<file path="config.mk">
export PLATFORM = sky130hd
export DESIGN_NAME = mult_scalar_matrix_seq
export DESIGN_NICKNAME = d
export VERILOG_FILES = /design/src/rtl/mult_scalar_matrix_seq.sv
export SDC_FILE = /design/constraint.sdc
export NUM_CORES = 2
export LEC_CHECK = 0
export CAP_MARGIN = 20
export CORE_MARGIN = 2
export CORE_UTILIZATION = 31
export DETAILED_ROUTE_END_ITERATION = 10
export GPL_TIMING_DRIVEN = 0
export SETUP_SLACK_MARGIN = 0.5
export SLEW_MARGIN = 20
export SYNTH_ARGS = -nofsm -noshare
export SYNTH_HDL_FRONTEND = slang
export SYNTH_SLANG_ARGS = --single-unit
</file>
<file path="constraint.sdc">
create_clock -name clk -period 20.8 [get_ports clk]
set_clock_uncertainty 0.2 [all_clocks]
set_input_delay 2.08 -clock clk [delete_from_list [all_inputs] [get_ports clk]]
set_output_delay 2.08 -clock clk [all_outputs]
set_load 0.01 [all_outputs]
</file>
<file path="src/rtl/mult_scalar_matrix_seq.sv">
// Sequential signed scalar-by-matrix multiplier: one ROWS x COLS row per clock, start/busy/done handshake.
// Build option SATURATE_EN: overflowing elements clamp instead of wrapping.
module mult_scalar_matrix_seq #(
  parameter int unsigned DATA_W = 8,
  parameter int unsigned ROWS   = 5,
  parameter int unsigned COLS   = 5
) (
  input  logic                          clk,
  input  logic                          rst,
  input  logic                          start,
  input  logic [ROWS*COLS*DATA_W-1:0]   m_in,
  input  logic [DATA_W-1:0]             n,
  output logic [ROWS*COLS*DATA_W-1:0]   m_out,
  output logic                          busy,
  output logic                          done,
  output logic                          ovf,
  output logic [ROWS-1:0]               ovf_row
);

  localparam int unsigned ROW_W  = COLS * DATA_W;
  localparam int unsigned MAT_W  = ROWS * ROW_W;
  localparam int unsigned PROD_W = 2 * DATA_W;
  localparam int unsigned CNT_W  = (ROWS > 1) ? $clog2(ROWS) : 1;

  localparam logic [DATA_W-1:0] SAT_MAX = {1'b0, {(DATA_W-1){1'b1}}};
  localparam logic [DATA_W-1:0] SAT_MIN = {1'b1, {(DATA_W-1){1'b0}}};

  typedef enum logic {
    IDLE = 1'b0,
    RUN  = 1'b1
  } state_e;

  state_e                    state_q, state_d;
  logic [CNT_W-1:0]          row_cnt_q, row_cnt_d;
  logic [MAT_W-1:0]          m_lat_q, m_lat_d;
  logic signed [DATA_W-1:0]  n_lat_q, n_lat_d;
  logic [MAT_W-1:0]          m_out_q, m_out_d;
  logic                      busy_q, busy_d;
  logic                      done_q, done_d;
  logic                      ovf_q, ovf_d;
  logic [ROWS-1:0]           ovf_row_q, ovf_row_d;

  logic [ROW_W-1:0]          row_sel_c;
  logic [ROW_W-1:0]          row_res_c;
  logic                      row_ovf_c;

  // Multiply the row addressed by row_cnt_q; overflow when the product's upper bits are not a sign extension.
  always_comb begin : row_datapath
    logic signed [DATA_W-1:0] elem;
    logic signed [PROD_W-1:0] prod;
    logic                     el_ovf;
    row_sel_c = '0;
    row_res_c = '0;
    row_ovf_c = 1'b0;
    elem      = '0;
    prod      = '0;
    el_ovf    = 1'b0;
    for (int r = 0; r < ROWS; r++) begin
      if (row_cnt_q == CNT_W'(r)) begin
        row_sel_c = m_lat_q[(ROWS-r)*ROW_W-1 -: ROW_W];
      end
    end
    for (int c = 0; c < COLS; c++) begin
      elem   = row_sel_c[(COLS-1-c)*DATA_W +: DATA_W];
      prod   = PROD_W'(elem) * PROD_W'(n_lat_q);
      el_ovf = (prod[PROD_W-1:DATA_W-1] != '0) && (prod[PROD_W-1:DATA_W-1] != '1);
`ifdef SATURATE_EN
      row_res_c[(COLS-1-c)*DATA_W +: DATA_W] = el_ovf ? (prod[PROD_W-1] ? SAT_MIN : SAT_MAX)
                                                      : prod[DATA_W-1:0];
`else
      row_res_c[(COLS-1-c)*DATA_W +: DATA_W] = prod[DATA_W-1:0];
`endif
      row_ovf_c = row_ovf_c | el_ovf;
    end
  end

  // Next-state and registered-output logic.
  always_comb begin : fsm_next
    state_d   = state_q;
    row_cnt_d = row_cnt_q;
    m_lat_d   = m_lat_q;
    n_lat_d   = n_lat_q;
    m_out_d   = m_out_q;
    busy_d    = busy_q;
    done_d    = 1'b0;
    ovf_d     = ovf_q;
    ovf_row_d = ovf_row_q;
    case (state_q)
      IDLE: begin
        if (start) begin
          m_lat_d   = m_in;
          n_lat_d   = n;
          ovf_d     = 1'b0;
          ovf_row_d = '0;
          row_cnt_d = '0;
          busy_d    = 1'b1;
          state_d   = RUN;
        end
      end
      RUN: begin
        for (int r = 0; r < ROWS; r++) begin
          if (row_cnt_q == CNT_W'(r)) begin
            m_out_d[(ROWS-r)*ROW_W-1 -: ROW_W] = row_res_c;
            ovf_row_d[r]                       = row_ovf_c;
          end
        end
        ovf_d = ovf_q | row_ovf_c;
        if (row_cnt_q == CNT_W'(ROWS-1)) begin
          row_cnt_d = '0;
          busy_d    = 1'b0;
          done_d    = 1'b1;
          state_d   = IDLE;
        end else begin
          row_cnt_d = row_cnt_q + CNT_W'(1);
        end
      end
      default: begin
        state_d = IDLE;
      end
    endcase
  end

  always_ff @(posedge clk or negedge rst) begin
    if (!rst) begin
      state_q   <= IDLE;
      row_cnt_q <= '0;
      m_lat_q   <= '0;
      n_lat_q   <= '0;
      m_out_q   <= '0;
      busy_q    <= 1'b0;
      done_q    <= 1'b0;
      ovf_q     <= 1'b0;
      ovf_row_q <= '0;
    end else begin
      state_q   <= state_d;
      row_cnt_q <= row_cnt_d;
      m_lat_q   <= m_lat_d;
      n_lat_q   <= n_lat_d;
      m_out_q   <= m_out_d;
      busy_q    <= busy_d;
      done_q    <= done_d;
      ovf_q     <= ovf_d;
      ovf_row_q <= ovf_row_d;
    end
  end

  assign m_out   = m_out_q;
  assign busy    = busy_q;
  assign done    = done_q;
  assign ovf     = ovf_q;
  assign ovf_row = ovf_row_q;

endmodule

</file>
==> impl_metrics.yaml <==
sta:
  period_share_pct: 45.7
  rsz0062_at_grt: "false"
  setup_viol: 0
  clock.fmax_mhz: 105
  hold_violations: 0
  worst_pin_slew_ps: 1110
  slew_headroom_pct: 25.1
  finalMaxSlewViolations: 0
  layout_min_cycle_time_ps: 9510
routing:
  vias_per_cell: 4.77
  firstDrtPassIters: 5
  ant_nets: 0
  drt_iter0_drc: 1618
  drc: 0
  wl_per_cell_microns: 19.6
  totalWireLength_mm: 96.4
  vias: 23406
floorplanning:
  fp.coreArea_sq_um: 93600
  start_util_pct: 31.4
  ios: 419
  die_width_microns: 312
  die_area_sq_um: 97400
  dieHeight_microns: 312
  row_count: 112
placement:
  portBuffers: 418
  place_inst: 4821
  hpwl_mm: 77.0
  place_congestion: 0.871
  place_area_sq_um: 35300
logic_synthesis:
  synth_edf_count: 0
  synth_compound_area_share_pct: 7.10
  synth_top_family_by_area: "adder cells"
  yosys_most_used_dff: "dfrtp_1"
  syn_area_sq_um: 29400
  ys_seq_elements: 420
  yosys_warnings: 0
  synth_xor_xnor_area_share_pct: 2.44
  synth.largest_area_cell: "dfrtp_1"
  synthArstFlopShare_pct: 100
  yosys-mux-area-fraction_pct: 4.35
  syn_avg_cell_area_sq_um: 9.36
  yosysSeqAreaShare_pct: 35.7
  yosys-top-cells-area: "dfrtp_1 36%, fa_1 19%, nand2_1 11%"
  synth_fa_ha_area_share_pct: 25.1
  synthSimpleGateAreaFrac_pct: 18.9
  yosysUniqueCellTypes: 66
  synth_nets: 3778
  netlist.area_leader.share_pct: 35.7
  synthCells: 3142
global_route:
  grt_pass1_wl_mm: 147
  grt_pass1_vias: 24016
  globalRouteTotalUtil_pct: 19.9
  antenna_found_initial: 5
  grt_max_degree: 96
  overflow: 0
finish:
  design_area_sq_um: 37000
  finalNonFillerCells: 4909
  layout_common_cells: "861 x nand2_1, 420 x dfrtp_1, 417 x clkdlybuf4s50_1"
  final_nets: 4254
  drive_gt1_share_pct: 6.32
  final_common_cell: "nand2_1"
  nFillCells: 9502
  diodes: 0
  syn_to_final_growth_pct: 25.8
clock_network:
  clk-insertion-delay-late_ps: 610
  cts_setup_buffers: 0
  path_clk_slew_ps: 60
  root_buffer: "clkbuf_16"
  clock_path_buffers: 3
  numCtsBuffers: 49
  h-tree-depth: 2
  cts_tree: "done"
  clock-sinks: 420
  cts_hold_buf: 0
  post_cts_resize_count: 0
status:
  status: "completed"
worst_setup_path:
  ff2ff_path_depth: 26
  cp-end-kind: "flop"
  crit_path_max_fanout: 10
  start_kind: "flop"
  critPathRequiredTime_ps: 21050
  worst_ep_arrival_time_ps: 9760
  worst-setup-path-type: "flop to flop"
run:
  cap_violations: 0
worst_hold_path:
  hold_depth: 2
  min-delay-path-class: "flop to flop"
-- registers in the layout (all words and copies together), names as in the netlist --
register and count:
m_lat_q 200, m_out 200, n_lat_q 8, ovf_row 5, row_cnt_q 3, busy 1, done 1, ovf 1
state_q 1
-- layout make-up --
cell class	count	area [sq um]	share of cell area, %
Tap cell	1254	1570	4.24
Clock inverter	23	299	0.808
Timing Repair Buffer	425	4320	11.7
Sequential cell	420	10500	28.4
Buffer	144	547	1.48
Inverter	355	1330	3.60
Multi-Input combinational cell	2223	17000	46.1
Clock buffer	65	1390	3.75
-- Yosys cell counts (all sizes together), types with 3 or more instances --
| cell | n |
|---|---|
| o211ai | 7 |
| xnor2 | 57 |
| o311ai | 23 |
| fa | 275 |
| nor4 | 12 |
| and2 | 50 |
| o21ai | 145 |
| a21o | 9 |
| or2 | 12 |
| clkbuf | 121 |
| nand4 | 7 |
| ha | 150 |
| dfrtp | 420 |
| a221oi | 41 |
| buf | 23 |
| a21oi | 67 |
| o21bai | 3 |
| mux2 | 110 |
| nand2 | 861 |
| o21a | 4 |
| nor2 | 94 |
| nor3 | 33 |
| mux2i | 4 |
| xor2 | 24 |
| o211a | 3 |
| and4 | 3 |
| nand3b | 3 |
| a211oi | 5 |
| nor2b | 126 |
| nand2b | 41 |
| inv | 355 |
| and3 | 5 |
| nand3 | 16 |
-- logic make-up after synthesis --
family,after synthesis
AND/OR/NAND/NOR,1273
buffers and inverters,499
adder cells (fa/ha/maj),425
flip-flops,420
AO/OA/AOI/OAI,330
multiplexers,114
XOR/XNOR,81
-- per-stage QoR --
stage	hold slack (ps)	utilization, %	TNS, ps	setup WS (ps)
finish	274	39.5	0	11290
detailed placement	257	37.7	0	11590
floorplan	240	-	0	14020
global placement	252	37.6	-793340	-2010
CTS	272	39.5	0	11590
global route	285	39.5	0	11090
-- per-layer routing --
layer  global-route usage (%)  share of wire (%)
met1                     26.9                 44
met2                     32.8                 47
met3                     4.06                7.3
met4                     4.21                2.1
met5                        0              0.046
-- worst max-delay path, stage by stage, from the launching register on --
cell	delay (ps)
dfrtp_1	400
inv_1	140
ha_1	190
nor2b_1	460
clkbuf_1	430
clkbuf_1	540
a221oi_1	170
o311ai_0	730
o21ai_0	650
nand2b_1	350
fa_1	510
fa_1	550
inv_1	50
fa_1	470
inv_1	50
fa_1	470
inv_1	40
ha_1	350
nor2_1	90
a211oi_2	410
o22a_1	250
xor2_1	110
or4_1	510
nor4_1	250
o22ai_1	140
nor4_4	700
o21ai_1	120
-- worst paths after layout --
kind                                end    startpoint  slack (ps)
max                          ovf_row[0]  row_cnt_q[0]       11290
min                        m_lat_q[129]  m_lat_q[129]         270
max reg2reg                  ovf_row[0]  row_cnt_q[0]       11290
min reg2reg                m_lat_q[129]  m_lat_q[129]         270
max in group asynchronous     m_out[15]           rst       17850
min in group asynchronous    m_out[100]           rst        1240
Power is not shown: default switching activity piles up to over one toggle a cycle in this logic, so the estimate is an artifact.
